[config.mk]
export PLATFORM = sky130hd
export DESIGN_NAME = file_reg_flat
export DESIGN_NICKNAME = d
export VERILOG_FILES = /design/src/rtl/pic_pkg.sv /design/src/rtl/file_reg_if.sv /design/src/rtl/file_reg_tmr0_counter.sv /design/src/rtl/file_reg.sv /design/src/flat_wrapper.sv
export SDC_FILE = /design/constraint.sdc
export NUM_CORES = 2
export LEC_CHECK = 0
export CELL_PAD_IN_SITES_DETAIL_PLACEMENT = 1
export CELL_PAD_IN_SITES_GLOBAL_PLACEMENT = 2
export CORE_AREA = 2 2 334 336
export DETAILED_ROUTE_END_ITERATION = 7
export DIE_AREA = 0 0 336 338
export PLACE_DENSITY_LB_ADDON = 0.3
export SLEW_MARGIN = 20
export SYNTH_ARGS = -nofsm -noshare
export SYNTH_HDL_FRONTEND = slang
export SYNTH_SLANG_ARGS = --single-unit
[constraint.sdc]
create_clock -name clk -period 6.02 [get_ports clk]
set_clock_uncertainty 0.15 [all_clocks]
set_input_delay 1.204 -clock clk [delete_from_list [all_inputs] [get_ports clk]]
set_output_delay 1.204 -clock clk [all_outputs]
set_load 0.03 [all_outputs]
[src/rtl/pic_pkg.sv]
// Shared constants for the PIC-style core data-memory stage: SFR addresses,
// STATUS bit positions and small address-classification helpers.
package pic_pkg;

   localparam logic [6:0] ADDR_INDF   = 7'h00;
   localparam logic [6:0] ADDR_TMR0   = 7'h01;
   localparam logic [6:0] ADDR_STATUS = 7'h03;
   localparam logic [6:0] ADDR_FSR    = 7'h04;
   localparam logic [6:0] ADDR_PORTA  = 7'h05;
   localparam logic [6:0] ADDR_PORTB  = 7'h06;
   localparam logic [6:0] GPR_BASE    = 7'h0C;
   localparam logic [6:0] GPR_LAST    = 7'h7F;

   localparam int unsigned ST_C  = 0;
   localparam int unsigned ST_DC = 1;
   localparam int unsigned ST_Z  = 2;
   localparam int unsigned ST_W  = 3;

   function automatic logic is_gpr(input logic [6:0] a);
      return a >= GPR_BASE;
   endfunction

   function automatic logic is_indf(input logic [6:0] a);
      return a == ADDR_INDF;
   endfunction

endpackage

[src/rtl/file_reg_if.sv]
// File-access bus between decode/ALU and the register file: address, write
// data, write strobe and the combinational read-back operand.
interface file_reg_if #(
   parameter int unsigned ADDR_W = 7,
   parameter int unsigned DATA_W = 8
);
   logic [ADDR_W-1:0] address;
   logic [DATA_W-1:0] ans;
   logic              f_we;
   logic [DATA_W-1:0] f;

   modport master (output address, output ans, output f_we, input f);
   modport slave  (input address, input ans, input f_we, output f);
endinterface

[src/rtl/file_reg_tmr0_counter.sv]
// Free-running TMR0 with post-write inhibit and a registered one-cycle
// overflow pulse on the 0xFF -> 0x00 increment.
module tmr0_counter #(
   parameter int unsigned DATA_W      = 8,
   parameter int unsigned TMR_INHIBIT = 2
) (
   input  logic              clk,
   input  logic              reset,
   input  logic              load,
   input  logic [DATA_W-1:0] load_val,
   output logic [DATA_W-1:0] count,
   output logic              ovf
);

   // Inhibit is a thermometer shift register: each set bit holds the count
   // for one further cycle, so a reload simply refills it.
   logic [TMR_INHIBIT-1:0] hold;

   always_ff @(posedge clk) begin
      if (reset) begin
         count <= '0;
         hold  <= '0;
         ovf   <= 1'b0;
      end else if (load) begin
         count <= load_val;
         hold  <= '1;
         ovf   <= 1'b0;
      end else if (hold[0]) begin
         hold  <= hold >> 1;
         ovf   <= 1'b0;
      end else begin
         count <= count + DATA_W'(1);
         ovf   <= &count;
      end
   end

endmodule

[src/rtl/file_reg.sv]
// Data-memory stage: address decode with INDF/FSR indirection, GPR array,
// STATUS with flag-update priority, PORTA/PORTB and the TMR0 counter.
module file_reg
   import pic_pkg::*;
#(
   parameter int unsigned DATA_W      = 8,
   parameter int unsigned ADDR_W      = 7,
   parameter int unsigned TMR_INHIBIT = 2
) (
   input  logic              clk,
   input  logic              reset,
   file_reg_if.slave         bus,
   input  logic              z_we,
   input  logic              z_in,
   input  logic              c_we,
   input  logic              c_in,
   input  logic              dc_in,
   input  logic [DATA_W-1:0] port_in,
   output logic              carry,
   output logic [DATA_W-1:0] status,
   output logic [DATA_W-1:0] port_out,
   output logic              tmr0_ovf
);

   localparam int unsigned GPR_LO = int'(GPR_BASE);
   localparam int unsigned GPR_HI = (1 << ADDR_W) - 1;

   logic [DATA_W-1:0] gpr [GPR_LO:GPR_HI];
   logic [DATA_W-1:0] fsr;
   logic [DATA_W-1:0] portb;
   logic [ST_W-1:0]   st;
   logic [ST_W-1:0]   st_next;
   logic [ADDR_W-1:0] eff;
   logic [DATA_W-1:0] tmr_count;
   logic              tmr_load;
   logic [DATA_W-1:0] rd;

   // INDF redirects through FSR; FSR=0 lands back on INDF, which reads zero
   // and has no storage, so recursion resolves to a dead access.
   always_comb begin
      eff = bus.address;
      if (is_indf(7'(bus.address))) eff = fsr[ADDR_W-1:0];
   end

   assign tmr_load = bus.f_we && !reset && (eff == ADDR_W'(ADDR_TMR0));

   tmr0_counter #(
      .DATA_W      (DATA_W),
      .TMR_INHIBIT (TMR_INHIBIT)
   ) u_tmr0 (
      .clk      (clk),
      .reset    (reset),
      .load     (tmr_load),
      .load_val (bus.ans),
      .count    (tmr_count),
      .ovf      (tmr0_ovf)
   );

   // Flag strobes from the ALU take precedence over a direct STATUS write.
   always_comb begin
      st_next = st;
      if (bus.f_we && eff == ADDR_W'(ADDR_STATUS)) st_next = bus.ans[ST_W-1:0];
      if (c_we) begin
         st_next[ST_C]  = c_in;
         st_next[ST_DC] = dc_in;
      end
      if (z_we) st_next[ST_Z] = z_in;
   end

   always_ff @(posedge clk) begin
      if (reset) begin
         fsr   <= '0;
         portb <= '0;
         st    <= '0;
      end else begin
         st <= st_next;
         if (bus.f_we) begin
            if (eff == ADDR_W'(ADDR_FSR))   fsr   <= bus.ans;
            if (eff == ADDR_W'(ADDR_PORTB)) portb <= bus.ans;
         end
      end
   end

   always_ff @(posedge clk) begin
      if (reset) begin
         for (int unsigned i = GPR_LO; i <= GPR_HI; i++) gpr[ADDR_W'(i)] <= '0;
      end else if (bus.f_we && is_gpr(7'(eff))) begin
         gpr[eff] <= bus.ans;
      end
   end

   always_comb begin
      rd = '0;
      if (is_gpr(7'(eff))) begin
         rd = gpr[eff];
      end else begin
         case (eff)
            ADDR_W'(ADDR_TMR0):   rd = tmr_count;
            ADDR_W'(ADDR_STATUS): rd = status;
            ADDR_W'(ADDR_FSR):    rd = fsr;
            ADDR_W'(ADDR_PORTA):  rd = port_in;
            ADDR_W'(ADDR_PORTB):  rd = portb;
            default:              rd = '0;
         endcase
      end
   end

   assign bus.f    = rd;
   assign status   = {{(DATA_W-ST_W){1'b0}}, st};
   assign carry    = st[ST_C];
   assign port_out = portb;

endmodule
[src/flat_wrapper.sv]
// flat-port wrapper written by rule: the top's interface ports become plain ports
module file_reg_flat import pic_pkg::*;
#(
   parameter int unsigned DATA_W      = 8,
   parameter int unsigned ADDR_W      = 7,
   parameter int unsigned TMR_INHIBIT = 2
)
  (clk, reset, z_we, z_in, c_we, c_in, dc_in, port_in, carry, status, port_out, tmr0_ovf, bus_address, bus_ans, bus_f_we, bus_f);
  file_reg_if #(.ADDR_W(ADDR_W), .DATA_W(DATA_W)) bus_i ();
  input  logic clk;
  input  logic reset;
  input  logic z_we;
  input  logic z_in;
  input  logic c_we;
  input  logic c_in;
  input  logic dc_in;
  input  logic [DATA_W-1:0] port_in;
  output logic carry;
  output logic [DATA_W-1:0] status;
  output logic [DATA_W-1:0] port_out;
  output logic tmr0_ovf;
  input wire logic [$bits(bus_i.address)-1:0] bus_address;
  input wire logic [$bits(bus_i.ans)-1:0] bus_ans;
  input wire logic [$bits(bus_i.f_we)-1:0] bus_f_we;
  output wire logic [$bits(bus_i.f)-1:0] bus_f;
  assign bus_i.address = bus_address;
  assign bus_i.ans = bus_ans;
  assign bus_i.f_we = bus_f_we;
  assign bus_f = bus_i.f;
  file_reg #(.DATA_W(DATA_W), .ADDR_W(ADDR_W), .TMR_INHIBIT(TMR_INHIBIT)) u_core (.clk(clk), .reset(reset), .bus(bus_i), .z_we(z_we), .z_in(z_in), .c_we(c_we), .c_in(c_in), .dc_in(dc_in), .port_in(port_in), .carry(carry), .status(status), .port_out(port_out), .tmr0_ovf(tmr0_ovf));
endmodule
==> results.toml <==
[finish]
fillers = 11100
multi_input_area_sq_um = 16600
fin_util = 0.528
regArea_sq_um = 31400
drive_gt1_frac = 0.187
layoutNonFillerInstCount = 5814
final_nets = 4272
area_delta_synth_final_pct = 21.1

[sta]
hold_viol = 0
period_share = 1.01
setup_viol = 2
final_max_slew_viol_count = 0
relSlewSlack = 0.238
min_period_ns = 6.07
clock.fmax_mhz = 165
worst_pin_slew_ns = 1.14
layout_setup_ws_ns = -0.0486

[drt]
vias = 36400
drtIter0Drc = 4199
ant_nets = 0
dr.pass1.iters = 7
avgViaCountPerCell = 6.25
routed_wl_mm = 181
wire_per_inst_um = 31.1
drc = 0

[job]
drv_cap = 0

[place]
routabilityCongestion = 0.918
io_buffers = 51
placedCellCount = 5583
hpwlAfterDp_mm = 116

[global_routing]
grt_pass1_vias = 36700
grt_pass1_wl_mm = 259
antenna_found_initial = 4
overflow = 0
grt_max_degree = 89
track_usage = 0.315

[pwr]
powerDensity_nw_per_um2 = 293
p_sw_mw = 4.19
power_frac_clock = 0.404
vdd_drop_max_mv = 0.252
p_total_mw = 17.0
switching_share = 0.246
power_frac_seq = 0.497
total_leakage_power_nw = 22.1
combinationalPowerShare = 0.099
intPower_mw = 12.8

[logic_synthesis]
synth-seq-cells = 1054
synth_area_sq_um = 47900
yosys_warnings = 0
ys_seq_area_frac = 0.654
syn_inst = 3969
async_flop_share = 0
synth_edf_count = 1024
synth_ff_type = "edfxtp_1"
ys_types = 69
avgSynthCellArea_sq_um = 12.1

[setup_path]
end_kind = "output pin"
crit_path_max_fanout = 17
startpoint_type = "input port"
arrival_ns = 4.71
worstPathRequired_ns = 4.67
worst-setup-path-type = "in2out"

[cts]
clkLatencyLatePin_ns = 0.71
h-tree-depth = 3
clk_pin_slew_ns = 0.06
cts_hold_buf = 0
clock-sinks = 1054
cts_root_buf = "clkbuf_16"
cts_buffers = 116
cts_tree = "yes"
cts_buffer_depth = 3

[worst_hold_path]
hold_class = "reg2reg"

[floorplan]
die_y_um = 338
rows = 122
die_area_sq_um = 114000
start_util = 0.436
core_area_sq_um = 110000
die_w_um = 336
io_pins = 57

[run_status]
violations = "setup timing"
status = "finished with violations"
cell type report:
class,count,share of cell area
flip-flops and latches,1054,0.540
multi-input cells,2591,0.286
repair buffers,473,0.0806
clock buffers,143,0.0530
well taps,1488,0.0321
clock inverters,59,0.00830
inverters,4,0.000259
diodes,2,0.0000862
worst max-delay path: stages:
cell	delay, ns
clkdlybuf4s15_1	0.19
or4_4	0.52
o31a_4	0.49
buf_4	0.22
buf_4	0.23
mux2i_1	0.14
o21ai_0	0.46
a311oi_1	0.18
buf_4	0.17
o32a_1	0.38
a31oi_4	0.33
buf_6	0.19
state kept, by name (all words and copies together) (netlist names):
register,flops
u_core.port_out,8
u_core.fsr,8
u_core.gpr,1024
u_core.st,3
u_core.u_tmr0.count,8
u_core.u_tmr0.ovf,1
u_core.u_tmr0.hold,2
cell families (layout without fill, tap and decap cells):
| family | Yosys count | count (layout) | share of synthesized area |
|---|---|---|---|
| other cells | 1 | 103 | 0.0000782 |
| compound gates | 666 | 666 | 0.0980 |
| simple gates | 1591 | 1591 | 0.152 |
| xor+xnor | 7 | 7 | 0.00128 |
| fa+ha+maj | 1 | 1 | 0.000261 |
| mux | 225 | 225 | 0.0583 |
| buf+inv | 424 | 679 | 0.0357 |
| flops | 1054 | 1054 | 0.654 |
final timing paths:
kind,slack [ns],cells past startpoint,endpoint,startpoint
worst max register to register,1.84,8,u_core.gpr[21][4],u_core.fsr[2]
worst max-delay path,-0.05,12,bus_f[7],bus_address[0]
worst min-delay path,0.32,2,u_core.u_tmr0.hold[0],u_core.u_tmr0.hold[1]
worst min register to register,0.32,2,u_core.u_tmr0.hold[0],u_core.u_tmr0.hold[1]
power by group through the flow:
stage	clock network, mW	registers (mW)	logic (mW)
finish	6.88	8.47	1.68
global route	7.18	8.49	1.74
CTS	6.92	8.47	1.60
detailed placement	0	8.61	1.49
global placement	0	8.60	1.48
floorplan	0	8.56	0.729
cells in the mapped netlist (4+ instances only):
| master | n | area (sq um) |
|---|---|---|
| a2111oi_0 | 14 | 123 |
| a211o_1 | 6 | 52.6 |
| a211oi_1 | 23 | 173 |
| a21o_1 | 107 | 803 |
| a21oi_1 | 111 | 556 |
| a221o_1 | 13 | 130 |
| a221oi_1 | 107 | 937 |
| a22o_1 | 6 | 52.6 |
| a22oi_1 | 28 | 210 |
| a311oi_1 | 6 | 52.6 |
| a31o_2 | 5 | 43.8 |
| a31oi_1 | 12 | 75.1 |
| a32oi_1 | 15 | 131 |
| and3_1 | 409 | 2560 |
| buf_1 | 30 | 113 |
| buf_2 | 38 | 190 |
| buf_4 | 9 | 67.6 |
| buf_6 | 5 | 56.3 |
| clkbuf_1 | 338 | 1270 |
| dfxtp_1 | 30 | 601 |
| edfxtp_1 | 1024 | 30700 |
| inv_1 | 4 | 15.0 |
| mux2i_1 | 180 | 1800 |
| mux4_2 | 43 | 968 |
| nand2_1 | 410 | 1540 |
| nand3_1 | 125 | 626 |
| nand4_1 | 8 | 50.1 |
| nor2_1 | 592 | 2220 |
| nor2b_1 | 4 | 25.0 |
| nor3_1 | 10 | 50.1 |
| nor4_1 | 12 | 75.1 |
| nor4b_1 | 4 | 35.0 |
| o2111ai_1 | 4 | 35.0 |
| o21ai_0 | 119 | 596 |
| o21bai_1 | 15 | 113 |
| o221ai_1 | 16 | 140 |
| o22ai_1 | 23 | 144 |
| o31ai_1 | 5 | 37.5 |
| o41ai_1 | 5 | 43.8 |
| or4_1 | 4 | 30.0 |
| xnor2_1 | 5 | 43.8 |
metal layers:
layer | part of all wire | vias to the layer above | track usage
met5 | 0.00012 | - | 0
met4 | 0.041 | 4 | 0.123
met3 | 0.081 | 380 | 0.0472
met2 | 0.47 | 1816 | 0.514
met1 | 0.40 | 18900 | 0.425
li1 | - | 15300 | -
through the flow:
stage               setup TNS [ns]  hold WS, ns  setup slack (ns)  area [sq um]
floorplan                        0        0.273             0.434         48300
global placement             -5.68        0.281            -0.883         52800
detailed placement           -5.86        0.316            -0.929         52800
CTS                       -0.00916        0.327          -0.00916         57500
global route                -0.151        0.333            -0.111         58100
finish                     -0.0686        0.325           -0.0486         58100
cell usage in the layout (no fill, tap or decap), types with 20 or more instances in the layout:
master and instances:
a21o_1 105, a21oi_1 97, a221oi_1 93, a22oi_1 25
and3_1 409, buf_12 58, buf_4 342, buf_6 24
clkbuf_1 22, clkbuf_16 123, clkdlybuf4s50_1 27, clkinv_1 25
clkinv_2 23, conb_1 101, dfxtp_1 30, edfxtp_1 1024
mux2i_1 172, mux4_2 43, nand2_1 407, nand3_1 116
nor2_1 575, o21ai_0 100, o22ai_1 20
what timing repair did:
action                                  in CTS  in global routing
gates cloned                                 4                  5
resized for setup                          185                 78
setup buffers                               10                 14
pin swaps                                   33                 39
endpoints found under the setup margin       8                  8
Power figures use the tool's default switching activity.
